$ cat src/rtl/program_loader_pkg.sv
// program_loader_pkg
// Shared definitions for the program loader and the control block:
//   - loader FSM state encodings (LD_IDLE .. LD_DONE)
//   - default image geometry (RAM depth, byte width)
//   - control-stage numbering T0..T5 plus the hold stage
package program_loader_pkg;

   localparam int LD_MEM_DEPTH  = 16;
   localparam int LD_DATA_WIDTH = 8;

   typedef enum logic [2:0] {
      LD_IDLE    = 3'd0,
      LD_COLLECT = 3'd1,
      LD_SYNC    = 3'd2,
      LD_STREAM  = 3'd3,
      LD_DONE    = 3'd4
   } ld_state_t;

   // Control-block stage numbering; one instruction slot is T0..T5 + hold.
   localparam int T0         = 0;
   localparam int T1         = 1;
   localparam int T2         = 2;
   localparam int T3         = 3;
   localparam int T4         = 4;
   localparam int T5         = 5;
   localparam int T_HOLD     = 6;
   localparam int NUM_STAGES = 7;

endpackage

$ cat src/rtl/program_loader_fifo.sv
// prog_fifo
// Synchronous FIFO buffering the program image between host collection and
// bus streaming.
// Ports:
//   clk, resetn          clock, async active-low reset
//   i_push, i_data       write strobe and byte (ignored when full)
//   i_pop                read strobe (ignored when empty)
//   o_head               oldest stored byte
//   o_full, o_empty      occupancy flags
module prog_fifo #(
   parameter int DEPTH = 16,
   parameter int WIDTH = 8
) (
   input  logic             clk,
   input  logic             resetn,
   input  logic             i_push,
   input  logic [WIDTH-1:0] i_data,
   input  logic             i_pop,
   output logic [WIDTH-1:0] o_head,
   output logic             o_full,
   output logic             o_empty
);
   localparam int AW = (DEPTH > 1) ? $clog2(DEPTH) : 1;

   logic [WIDTH-1:0] r_mem [DEPTH];
   logic [AW-1:0]    r_wr_ptr, r_rd_ptr;
   logic [AW:0]      r_count;
   logic             w_push, w_pop;

   assign o_full  = (r_count == (AW+1)'(DEPTH));
   assign o_empty = (r_count == '0);
   assign w_push  = i_push & ~o_full;
   assign w_pop   = i_pop & ~o_empty;
   assign o_head  = r_mem[r_rd_ptr];

   // Storage needs no reset: occupancy is tracked by the pointers/count.
   always_ff @(posedge clk) begin
      if (w_push) r_mem[r_wr_ptr] <= i_data;
   end

   always_ff @(posedge clk or negedge resetn) begin
      if (!resetn) begin
         r_wr_ptr <= '0;
         r_rd_ptr <= '0;
         r_count  <= '0;
      end else begin
         if (w_push) r_wr_ptr <= (r_wr_ptr == AW'(DEPTH-1)) ? '0 : r_wr_ptr + AW'(1);
         if (w_pop)  r_rd_ptr <= (r_rd_ptr == AW'(DEPTH-1)) ? '0 : r_rd_ptr + AW'(1);
         case ({w_push, w_pop})
            2'b10:   r_count <= r_count + (AW+1)'(1);
            2'b01:   r_count <= r_count - (AW+1)'(1);
            default: r_count <= r_count;
         endcase
      end
   end

endmodule

$ cat src/rtl/program_loader.sv
// program_loader
// Collects a program image from the host pins, then, once the control block
// is at T0, drives `programming` and serves one byte per instruction slot on
// the bus until every collected byte has been written to RAM.
// Ports:
//   clk, resetn                     clock, async active-low reset
//   ext_data/ext_valid/ext_last     host byte stream; ext_ready accepts it
//   ready/read_ui_in/done_load      control-block strobes (T0 / T3 / T4)
//   programming                     load mode for the control block
//   bus_out, bus_en                 byte driven onto the shared bus
//   prog_done                       one-cycle pulse after the final write
//   byte_count                      bytes collected for this image
module program_loader
   import program_loader_pkg::*;
#(
   parameter int MEM_DEPTH  = LD_MEM_DEPTH,
   parameter int DATA_WIDTH = LD_DATA_WIDTH
) (
   input  logic                         clk,
   input  logic                         resetn,
   input  logic [DATA_WIDTH-1:0]        ext_data,
   input  logic                         ext_valid,
   input  logic                         ext_last,
   output logic                         ext_ready,
   input  logic                         ready,
   input  logic                         read_ui_in,
   input  logic                         done_load,
   output logic                         programming,
   output logic [DATA_WIDTH-1:0]        bus_out,
   output logic                         bus_en,
   output logic                         prog_done,
   output logic [$clog2(MEM_DEPTH):0]   byte_count
);
   localparam int CW = $clog2(MEM_DEPTH) + 1;

   ld_state_t             r_state;
   logic [CW-1:0]         r_byte_count, r_wr_count;
   logic                  r_programming, r_prog_done;
   logic [DATA_WIDTH-1:0] r_hold;
   logic                  r_held;

   logic                  w_full, w_empty, w_xfer, w_pop, w_to_sync;
   logic [DATA_WIDTH-1:0] w_head;
   logic [CW-1:0]         w_cnt_nxt;

   // Gated with resetn so the pin reads 0 while reset is held, yet IDLE
   // accepts the very first byte without a wasted cycle.
   assign ext_ready = resetn & ((r_state == LD_IDLE) |
                                ((r_state == LD_COLLECT) & ~w_full));
   assign w_xfer    = ext_valid & ext_ready;
   assign w_cnt_nxt = r_byte_count + CW'(1);
   assign w_to_sync = ext_last | (w_cnt_nxt == CW'(MEM_DEPTH));
   assign w_pop     = (r_state == LD_STREAM) & read_ui_in & ~w_empty;

   prog_fifo #(.DEPTH(MEM_DEPTH), .WIDTH(DATA_WIDTH)) u_fifo (
      .clk     (clk),
      .resetn  (resetn),
      .i_push  (w_xfer),
      .i_data  (ext_data),
      .i_pop   (w_pop),
      .o_head  (w_head),
      .o_full  (w_full),
      .o_empty (w_empty)
   );

   // The pop lands mid-way through the read_ui_in window; the popped byte
   // is held until read_ui_in is seen low so the bus stays stable for the
   // control block's whole T3 window.
   always_ff @(posedge clk or negedge resetn) begin
      if (!resetn) begin
         r_hold <= '0;
         r_held <= 1'b0;
      end else if (w_pop) begin
         r_hold <= w_head;
         r_held <= 1'b1;
      end else if (!read_ui_in) begin
         r_held <= 1'b0;
      end
   end

   always_ff @(posedge clk or negedge resetn) begin
      if (!resetn) begin
         r_state       <= LD_IDLE;
         r_byte_count  <= '0;
         r_wr_count    <= '0;
         r_programming <= 1'b0;
         r_prog_done   <= 1'b0;
      end else begin
         r_prog_done <= 1'b0;
         case (r_state)
            LD_IDLE, LD_COLLECT: begin
               if (w_xfer) begin
                  r_byte_count <= w_cnt_nxt;
                  r_state      <= w_to_sync ? LD_SYNC : LD_COLLECT;
               end
            end
            // Enter load mode only from T0 so the first programming cycle
            // is T1 of a fresh instruction with the MAR holding the PC.
            LD_SYNC: begin
               if (ready) begin
                  r_programming <= 1'b1;
                  r_wr_count    <= '0;
                  r_state       <= LD_STREAM;
               end
            end
            LD_STREAM: begin
               if (done_load) begin
                  r_wr_count <= r_wr_count + CW'(1);
                  if (r_wr_count + CW'(1) == r_byte_count) begin
                     r_programming <= 1'b0;
                     r_prog_done   <= 1'b1;
                     r_state       <= LD_DONE;
                  end
               end
            end
            default: r_state <= LD_DONE;
         endcase
      end
   end

   assign programming = r_programming;
   assign prog_done   = r_prog_done;
   assign byte_count  = r_byte_count;
   assign bus_en      = r_programming & read_ui_in;
   assign bus_out     = r_held ? r_hold : (w_empty ? '0 : w_head);

   // The sequencer never asks for more bytes than were collected.
   a_no_underflow: assert property (@(posedge clk) disable iff (!resetn)
      !((r_state == LD_STREAM) && read_ui_in && w_empty));

endmodule

$ cat config.mk
export PLATFORM = sky130hd
export DESIGN_NAME = program_loader
export DESIGN_NICKNAME = d
export VERILOG_FILES = /design/src/rtl/program_loader_pkg.sv /design/src/rtl/program_loader_fifo.sv /design/src/rtl/program_loader.sv
export SDC_FILE = /design/constraint.sdc
export NUM_CORES = 1
export LEC_CHECK = 0
export CAP_MARGIN = 20
export CORE_MARGIN = 4
export CORE_UTILIZATION = 54
export DETAILED_ROUTE_END_ITERATION = 16
export PLACE_DENSITY = 0.75
export SYNTH_ARGS = -nofsm -noshare
export SYNTH_HDL_FRONTEND = slang
export SYNTH_SLANG_ARGS = --single-unit
$ cat constraint.sdc
create_clock -name clk -period 2.6 [get_ports clk]
set_input_delay 0.52 -clock clk [delete_from_list [all_inputs] [get_ports clk]]
set_output_delay 0.52 -clock clk [all_outputs]
set_load 0.02 [all_outputs]
==> results.py, run 1 <==
metrics = {
    "synth": {
        "syn-num-nets": 450,
        "synth_cells": 424,
        "synth_cell_types": 56,
        "synth_edf_count": 128,
        "synth_ff_type": "edfxtp_1",
        "yosys.area.top_type": "edfxtp_1",
        "synth_area_per_cell_um2": 16.7,
        "synth_seq_area_share": 0.673,
        "synth_area_um2": 7090,
        "netlist_top_cells_area": "edfxtp_1 (54%), dfrtp_1 (13%), mux4_2 (10%)",
        "yosysWarnings": 0,
        "synthArstFlopShare": 0.224,
        "ys_seq_elements": 165,
        "synth_top_area_frac": 0.542,
    },
    "detailed_routing": {
        "dr_total_vias": 4306,
        "drt_wl_total_um": 17000,
        "drt_iter0_drc": 532,
        "ant_nets": 0,
        "drt-pass1-iter-count": 7,
        "drcViolationCount": 0,
        "viasPerCell": 6.10,
        "routedWlPerCell_um": 24.0,
    },
    "final_layout": {
        "mostFrequentLayoutCells": "edfxtp_1 (128), buf_4 (42), dfrtp_1 (36)",
        "nFillCells": 809,
        "fin_cells": 706,
        "nets": 547,
        "diodes": 0,
        "syn_to_final_growth_pct": 24.5,
        "drive_above_1_share": 0.343,
        "final_core_util": 0.694,
        "final_common_cell": "edfxtp_1",
    },
    "pwr": {
        "peakVddDrop_mv": 0.587,
        "p_leak_nw": 3.23,
        "p_per_area_nw_per_um2": 1010,
    },
    "clocking": {
        "numClockSinks": 165,
        "ctsHtreeMaxLevel": 4,
        "clk_latency_ns": 0.43,
        "clockRootBuffer": "clkbuf_16",
        "clk_pin_slew_ns": 0.06,
        "cts_buffers": 17,
        "postCtsHoldBufs": 0,
        "tritoncts": "yes",
        "clk_path_buf_depth": 2,
    },
    "timing": {
        "fin_hold_ws_ns": 0.0730,
        "relSlewSlack": 0.418,
        "hold_viol": 0,
        "worst_slack_ns": -0.312,
        "setup_viol": 10,
        "fin_skew_ns": 0.0119,
        "max_freq_mhz": 343,
        "rsz0062_at_grt": "true",
        "worst_pin_slew_ns": 0.870,
        "final.period_utilization": 1.12,
        "slew_violations": 0,
        "fin_crit_ns": 2.91,
    },
    "placement": {
        "dp_hpwl_um": 9600,
        "io_buffers": 31,
        "gp_congestion": 0.777,
        "placed_cells": 642,
    },
    "worst_setup_path": {
        "start_kind": "flop",
        "crit_required_ns": 2.08,
        "max_stage_delay_ns": 0.49,
        "cp-end-kind": "output port",
        "path_class": "flop to output port",
        "arrival_ns": 2.39,
        "path_common_cell": "buf_6",
        "worstPathCellList": "buf_12 -> buf_6 -> mux4_2 -> a22oi_2 -> nand2_2 -> a22o_1 -> buf_6",
        "crit_slowest_cell": "dfrtp_2",
        "cp_max_fo": 6,
    },
    "floorplanning": {
        "num_rows": 41,
        "dieArea_um2": 15000,
        "initial_utilization": 0.557,
        "fp.dieW_um": 123,
        "ios": 32,
        "core_um2": 12700,
        "floorplan.die.height_um": 123,
    },
    "status": {
        "status": "finished, violations left",
        "violations": "setup timing",
    },
    "flow_run": {
        "max_cap_violations": 0,
    },
    "global_routing": {
        "grt_antenna_before_repair": 0,
        "grt_max_degree": 37,
        "grt_pass1_wl_um": 26300,
        "grt_pass1_vias": 4411,
        "grt_usage": 0.247,
        "grt_overflow": 0,
    },
    "hold_path": {
        "hp-class": "primary input to asynchronous set/reset pin",
    },
}
==> report_power, final <==
part	switching (mW)	internal [mW]
clock network	1.07	1.33
logic	1.41	1.68
registers	0.300	3.13
==> worst max-delay path: cells and delay by family, from the launching register on <==
kind	cells	cell delay (ns)
AOI/OAI and AO/OA	2	0.47
buffers and inverters	3	0.40
and+or+nand+nor	1	0.10
muxes	1	0.49
DFF	1	0.49
==> kinds of logic after synthesis <==
logic type	after synthesis	synth area share
flip-flops	165	0.673
adder cells (fa/ha/maj)	11	0.0194
XOR/XNOR	21	0.0300
AND/OR/NAND/NOR	84	0.0584
buffers and inverters	33	0.0235
AO/OA/AOI/OAI	66	0.0708
multiplexers	44	0.125
==> path summary, 6_finish.rpt <==
check / startpoint / to / slack (ns) / cells after the start
min: resetn / u_fifo.r_count[0] / 0.07 / 2
min in group clk: r_hold[1] / r_hold[1] / 0.52 / 1
max in group asynchronous: resetn / u_fifo.r_rd_ptr[0] / 2.09 / 2
max reg2reg: u_fifo.r_rd_ptr[0] / r_hold[7] / -0.19 / 13
max: u_fifo.r_rd_ptr[0] / bus_out[4] / -0.31 / 7
min reg2reg: r_hold[1] / r_hold[1] / 0.52 / 1
==> through the flow <==
stage | setup WS [ns] | power (mW) | area [um^2] | TNS (ns)
2_1_floorplan | 0.0120 | 5.07 | 7120 | 0
3_3_place_gp | -0.124 | 5.82 | 7830 | -1.09
3_5_place_dp | -0.152 | 5.91 | 7830 | -1.34
4_1_cts | -0.284 | 8.83 | 8800 | -2.19
5_1_grt | -0.371 | 9.35 | 8820 | -3.16
6_report | -0.312 | 8.92 | 8820 | -2.34
==> registers in the layout, summed over array words and instances, names as in the netlist, 3 cells and up <==
| signal | flops |
|---|---|
| u_fifo.r_count | 5 |
| byte_count | 5 |
| u_fifo.r_mem | 128 |
| r_hold | 8 |
| u_fifo.r_rd_ptr | 4 |
| r_wr_count | 5 |
| r_state | 3 |
| u_fifo.r_wr_ptr | 4 |
==> cell usage after synthesis (all sizes together), types with 3 or more instances <==
cell type and number:
buf 11, nand3 5, mux4 32, nand2 27
inv 9, xor2 8, dfrtp 37, a22oi 17
edfxtp 128, a22o 9, xnor2 11, nor2 21
clkbuf 13, nand4 3, mux2 12, a21o 3
a21oi 6, nor2b 4, ha 11, o21ai 11
nor3 7, and3b 3
==> metal layers <==
metal	share of wire	GRT usage	vias up
li1	-	-	1860
met1	0.40	0.326	2203
met2	0.49	0.390	204
met3	0.083	0.0687	39
met4	0.030	0.101	0
met5	0	0	-
==> repair_timing <==
| item | CTS | global route |
|---|---|---|
| buffers inserted | 29 | 5 |
| pin swaps | 12 | 10 |
| endpoints found under the setup margin | 9 | 11 |
| resized for setup | 79 | 11 |
| cloned | 2 | 0 |
==> cell type report <==
type | count | area, um^2 | area share
flip-flops and latches | 165 | 4770 | 0.541
multi-input cells | 226 | 2250 | 0.255
repair buffers | 102 | 990 | 0.112
clock buffers | 19 | 433 | 0.0491
well taps | 172 | 215 | 0.0244
clock inverters | 13 | 126 | 0.0143
inverters | 9 | 38.8 | 0.00440
No activity file was read; power rests on OpenSTA's default activity.
==> run 2: changes to the inputs <==
--- a/config.mk
+++ b/config.mk
@@ -6,8 +6,10 @@
 export NUM_CORES = 1
 export LEC_CHECK = 0
 export CAP_MARGIN = 20
+export CORE_ASPECT_RATIO = 2
 export CORE_MARGIN = 4
 export CORE_UTILIZATION = 54
+export CTS_CLUSTER_DIAMETER = 80
 export DETAILED_ROUTE_END_ITERATION = 16
 export PLACE_DENSITY = 0.75
 export SYNTH_ARGS = -nofsm -noshare
==> run 2 against run 1 <==
The flow still finishes with violations (setup timing). Power is 3.1% higher. Routed wire length grew 0.54%. Critical endpoint is now bus_out[7]. Non-clock buffer count is 10 higher. Clock skew increased by 0.0039 ns. Setup slack lost 0.00060 ns. Largest power group unchanged.
==> results.py, run 2 (same netlist as run 1, synthesis figures left out) <==
metrics = {
    "worst_setup_path": {
        "path_common_cell": "buf_6",
        "max_stage_delay_ns": 0.52,
        "rr_worst_depth": 14,
        "cp-end-kind": "output port",
        "cp_top_family": "multiplexers",
        "rr_startpoint": "u_fifo.r_rd_ptr[0]",
        "worstPathCellList": "buf_6 -> buf_16 -> mux4_2 -> a22oi_2 -> nand2_2 -> a22o_1 -> buf_6",
        "cp_max_fo": 6,
        "rr_endpoint": "r_hold[7]",
        "arrival_ns": 2.39,
        "crit_buf_inv": 3,
        "r2r_slack_ns": -0.20,
        "start_kind": "flop",
        "crit_slowest_cell": "mux4_2",
        "path_class": "flop to output port",
        "crit_required_ns": 2.08,
    },
    "status": {
        "status": "finished, violations left",
        "violations": "setup timing",
    },
    "timing": {
        "final.period_utilization": 1.12,
        "slew_violations": 0,
        "fin_skew_ns": 0.0158,
        "fin_crit_ns": 2.91,
        "max_freq_mhz": 343,
        "setup_viol": 10,
        "hold_viol": 0,
        "tns_ns": -2.43,
        "rsz0062_at_grt": "true",
        "worst_pin_slew_ns": 0.705,
        "relSlewSlack": 0.528,
        "fin_hold_ws_ns": 0.190,
        "worst_slack_ns": -0.312,
    },
    "global_routing": {
        "grt_max_degree": 38,
        "grt_usage": 0.247,
        "grt_pass1_wl_um": 26300,
        "grt_antenna_before_repair": 0,
        "grt_overflow": 0,
        "grt_pass1_vias": 4508,
    },
    "detailed_routing": {
        "routedLengthMet1_um": 5790,
        "ant_nets": 0,
        "wl_met3_um": 613,
        "drt_iter0_drc": 336,
        "viasPerCell": 6.09,
        "drcViolationCount": 0,
        "dr_total_vias": 4239,
        "drt-pass1-iter-count": 4,
        "top_layer_used": "met4",
        "met2_length_um": 9960,
        "drt_wl_total_um": 17100,
        "routedWlPerCell_um": 24.5,
    },
    "floorplanning": {
        "fp.dieW_um": 89.0,
        "floorplan.die.height_um": 170,
        "ios": 32,
        "num_rows": 59,
        "core_um2": 12900,
        "initial_utilization": 0.549,
        "dieArea_um2": 15100,
    },
    "final_layout": {
        "drive_above_1_share": 0.364,
        "largest_reg_flops": 128,
        "nFillCells": 796,
        "diodes": 0,
        "mostFrequentLayoutCells": "edfxtp_1 (128), buf_4 (48), dfrtp_1 (36)",
        "top_register": "u_fifo.r_mem",
        "finalInstanceArea_um2": 8990,
        "fin_cells": 696,
        "final_core_util": 0.696,
        "top_regs": "u_fifo.r_mem: 128 flops, r_hold: 8 flops",
        "syn_to_final_growth_pct": 26.8,
        "final_common_cell": "edfxtp_1",
        "nets": 557,
    },
    "clocking": {
        "postCtsHoldBufs": 0,
        "clk_pin_slew_ns": 0.07,
        "ctsHtreeMaxLevel": 4,
        "clockRootBuffer": "clkbuf_16",
        "numClockSinks": 165,
        "cts_buffers": 17,
        "clk_path_buf_depth": 2,
        "tritoncts": "yes",
        "clk_latency_ns": 0.43,
    },
    "pwr": {
        "swShare": 0.320,
        "total_power_mw": 9.20,
        "clockPowerShare": 0.271,
        "p_leak_nw": 3.32,
        "p_switching_mw": 2.95,
        "sequentialPowerShare": 0.374,
        "p_per_area_nw_per_um2": 1020,
        "power.internal_mw": 6.25,
        "p_comb_frac": 0.356,
        "peakVddDrop_mv": 0.779,
    },
    "placement": {
        "gp_congestion": 0.842,
        "pre_cts_slack_ns": -0.207,
        "place_area_um2": 7830,
        "dp_hpwl_um": 10500,
        "placed_cells": 625,
        "io_buffers": 31,
    },
    "hold_path": {
        "hp-class": "primary input to asynchronous set/reset pin",
    },
    "flow_run": {
        "max_cap_violations": 0,
    },
}
==> run 2: worst max-delay path by stage <==
stage	slack, ns	cells past startpoint	startpoint	end
floorplan	0.01	11	u_fifo.r_count[0]	u_fifo.r_count[4]
global placement	-0.21	6	u_fifo.r_rd_ptr[0]	bus_out[2]
detailed placement	-0.21	6	u_fifo.r_rd_ptr[0]	bus_out[5]
CTS	-0.27	7	u_fifo.r_rd_ptr[0]	bus_out[3]
global route	-0.36	7	u_fifo.r_rd_ptr[0]	bus_out[4]
finish	-0.31	7	u_fifo.r_rd_ptr[0]	bus_out[7]
==> run 2: layout make-up <==
class	count	area [um^2]	share of cell area
Multi-Input combinational cell	226	2260	0.252
Clock inverter	15	175	0.0195
Inverter	9	38.8	0.00432
Tap cell	152	190	0.0212
Sequential cell	165	4770	0.531
Clock buffer	17	425	0.0473
Timing Repair Buffer	112	1120	0.125
==> run 2: timing repair <==
| action | 4_1_cts | 5_1_grt |
|---|---|---|
| gates cloned | 4 | 0 |
| setup buffers | 40 | 5 |
| setup endpoints to repair | 9 | 12 |
| pin swaps | 8 | 9 |
| resized for setup | 92 | 14 |
==> run 2: power groups by stage <==
stage	sequential (mW)	clock, mW	combinational, mW
floorplan	3.37	0	1.71
global placement	3.45	0	2.38
detailed placement	3.47	0	2.44
CTS	3.42	2.51	3.23
global route	3.47	2.63	3.50
finish	3.44	2.49	3.27
==> run 2: metal layers <==
metal  track usage  up-vias
met1         0.267     2205
li1              -     1883
met3        0.0465       36
met4         0.106        0
met2         0.453      115
met5             0        -
==> run 2: worst register-to-register path: cells and delay by family (launching register included) <==
kind,cells,cell delay (ns)
compound gates,1,0.20
flops,1,0.47
mux,2,0.77
simple gates,1,0.09
buf+inv,10,1.17
==> run 3: changes to the inputs <==
--- a/config.mk
+++ b/config.mk
@@ -9,7 +9,6 @@
 export CORE_ASPECT_RATIO = 2
 export CORE_MARGIN = 4
 export CORE_UTILIZATION = 54
-export CTS_CLUSTER_DIAMETER = 80
 export DETAILED_ROUTE_END_ITERATION = 16
 export PLACE_DENSITY = 0.75
 export SYNTH_ARGS = -nofsm -noshare
==> constraint.sdc (replaced) <==
create_clock -name clk -period 2.4 [get_ports clk]
set_input_delay 0.48 -clock clk [delete_from_list [all_inputs] [get_ports clk]]
set_output_delay 0.48 -clock clk [all_outputs]
set_load 0.02 [all_outputs]
==> run 3 against run 2 <==
The flow still finishes with violations (setup timing). Sequential share of layout area grew 0.61 points. Sequential power up 7.8%. Count of clock-buffer cells in the layout unchanged. Power increased by 6.7%. Critical path depth is 1 higher. Non-clock buffer count shrank 12. Critical endpoint is now bus_out[3]. Highest routed layer unchanged.
==> results.py, run 3 (same netlist as run 1, synthesis figures left out) <==
metrics = {
    "clocking": {
        "clockRootBuffer": "clkbuf_16",
        "clk_pin_slew_ns": 0.07,
        "tritoncts": "yes",
        "postCtsHoldBufs": 0,
        "numClockSinks": 165,
        "clk_path_buf_depth": 2,
        "cts_buffers": 17,
        "ctsHtreeMaxLevel": 4,
        "clk_latency_ns": 0.44,
    },
    "flow_run": {
        "max_cap_violations": 0,
    },
    "placement": {
        "io_buffers": 31,
        "dp_hpwl_um": 10700,
        "pre_cts_slack_ns": -0.371,
        "place_area_um2": 7900,
        "gp_congestion": 0.855,
    },
    "detailed_routing": {
        "drt_iter0_drc": 276,
        "routedWlPerCell_um": 23.8,
        "ant_nets": 0,
        "drt-pass1-iter-count": 5,
        "drt_wl_total_um": 16300,
        "drcViolationCount": 0,
        "dr_total_vias": 4197,
        "viasPerCell": 6.14,
    },
    "timing": {
        "slew_violations": 0,
        "hold_viol": 0,
        "setup_viol": 11,
        "tns_ns": -3.55,
        "fin_crit_ns": 2.86,
        "relSlewSlack": 0.553,
        "max_freq_mhz": 350,
        "fin_hold_ws_ns": 0.233,
        "worst_slack_ns": -0.457,
        "rsz0062_at_grt": "true",
        "final.period_utilization": 1.19,
        "fin_skew_ns": 0.0139,
        "worst_pin_slew_ns": 0.668,
    },
    "worst_setup_path": {
        "start_kind": "flop",
        "rr_endpoint": "u_fifo.r_count[4]",
        "crit_buf_inv": 4,
        "r2r_slack_ns": -0.09,
        "arrival_ns": 2.38,
        "crit_slowest_cell": "mux4_2",
        "path_class": "flop to output port",
        "crit_start": "u_fifo.r_rd_ptr[0]",
        "cp_max_fo": 7,
        "max_stage_delay_ns": 0.54,
        "rr_worst_depth": 12,
        "cp_top_family": "multiplexers",
        "cp-end-kind": "output port",
        "path_common_cell": "buf_12",
        "worstPathCellList": "buf_12 -> buf_12 -> buf_8 -> mux4_2 -> a22oi_2 -> nand2_2 -> a22o_1 -> buf_6",
        "rr_startpoint": "u_fifo.r_count[0]",
        "crit_required_ns": 1.92,
    },
    "final_layout": {
        "top_register": "u_fifo.r_mem",
        "final_common_cell": "edfxtp_1",
        "drive_above_1_share": 0.361,
        "nFillCells": 807,
        "multi_input_area_um2": 2320,
        "seq_area_um2": 4770,
        "syn_to_final_growth_pct": 25.3,
        "top_regs": "u_fifo.r_mem: 128 flops, r_hold: 8 flops",
        "finalInstanceArea_um2": 8880,
        "diodes": 0,
        "nets": 545,
        "mostFrequentLayoutCells": "edfxtp_1 (128), buf_4 (59), dfrtp_1 (36)",
        "largest_reg_flops": 128,
    },
    "floorplanning": {
        "core_um2": 12900,
        "initial_utilization": 0.549,
        "dieArea_um2": 15100,
        "fp.dieW_um": 89.0,
        "num_rows": 59,
        "ios": 32,
        "floorplan.die.height_um": 170,
    },
    "global_routing": {
        "grt_usage": 0.235,
        "grt_antenna_before_repair": 0,
        "grt_overflow": 0,
        "grt_pass1_vias": 4427,
        "grt_pass1_wl_um": 25200,
        "grt_max_degree": 38,
    },
    "hold_path": {
        "hp-class": "primary input to asynchronous set/reset pin",
    },
    "pwr": {
        "p_per_area_nw_per_um2": 1110,
        "p_leak_nw": 3.25,
        "peakVddDrop_mv": 0.926,
        "total_power_mw": 9.82,
    },
    "status": {
        "status": "finished, violations left",
        "violations": "setup timing",
    },
}
==> run 3: report_power, final <==
| group | internal [mW] | leakage (nW) | total, mW | switching, mW |
|---|---|---|---|---|
| Combinational | 1.70 | 1.32 | 3.20 | 1.50 |
| Clock | 1.69 | 0.308 | 2.90 | 1.21 |
| Sequential | 3.39 | 1.62 | 3.71 | 0.324 |
| Total | 6.77 | 3.25 | 9.82 | 3.04 |
==> run 3: how the worst max path moves through the flow <==
stage / endpoint / slack, ns / cells after the start
after floorplan: u_fifo.r_count[4] / -0.19 / 11
after global placement: bus_out[0] / -0.36 / 5
after detailed placement: bus_out[5] / -0.37 / 6
after CTS: bus_out[3] / -0.45 / 8
after global routing: bus_out[3] / -0.52 / 8
final: bus_out[3] / -0.46 / 8
==> run 3: timing repair <==
item                                    4_1_cts  5_1_grt
pin swaps                                    25       15
setup buffers                                12        7
endpoints found under the setup margin       12       12
cloned                                        2        0
resized for setup                            67       22
==> run 3: cell type report <==
cell class,instances,share of cell area
Tap cell,152,0.0214
Multi-Input combinational cell,226,0.262
Clock buffer,17,0.0479
Clock inverter,15,0.0238
Sequential cell,165,0.537
Timing Repair Buffer,100,0.104
Inverter,9,0.00437
==> run 3: metal layers <==
metal,global-route usage,up-vias,part of all wire
li1,-,1857,-
met1,0.242,2177,0.34
met2,0.443,128,0.59
met3,0.0436,35,0.035
met4,0.102,0,0.032
met5,0,-,0
==> run 3: per-stage QoR <==
step,std cells,utilization
CTS,679,0.681
detailed placement,633,0.612
global route,684,0.688
finish,684,0.688
global placement,633,0.612
floorplan,424,-
==> run 3: worst reg2reg max path, stage by stage (launching register included) <==
cell and delay, ns:
dfrtp_1 0.38, buf_4 0.16, nor4_4 0.32, a211oi_1 0.16
buf_4 0.17, inv_1 0.11, ha_4 0.16, xor2_2 0.16
ha_2 0.23, and3b_1 0.18, o21ai_1 0.06, a21oi_1 0.16
xor2_1 0.16
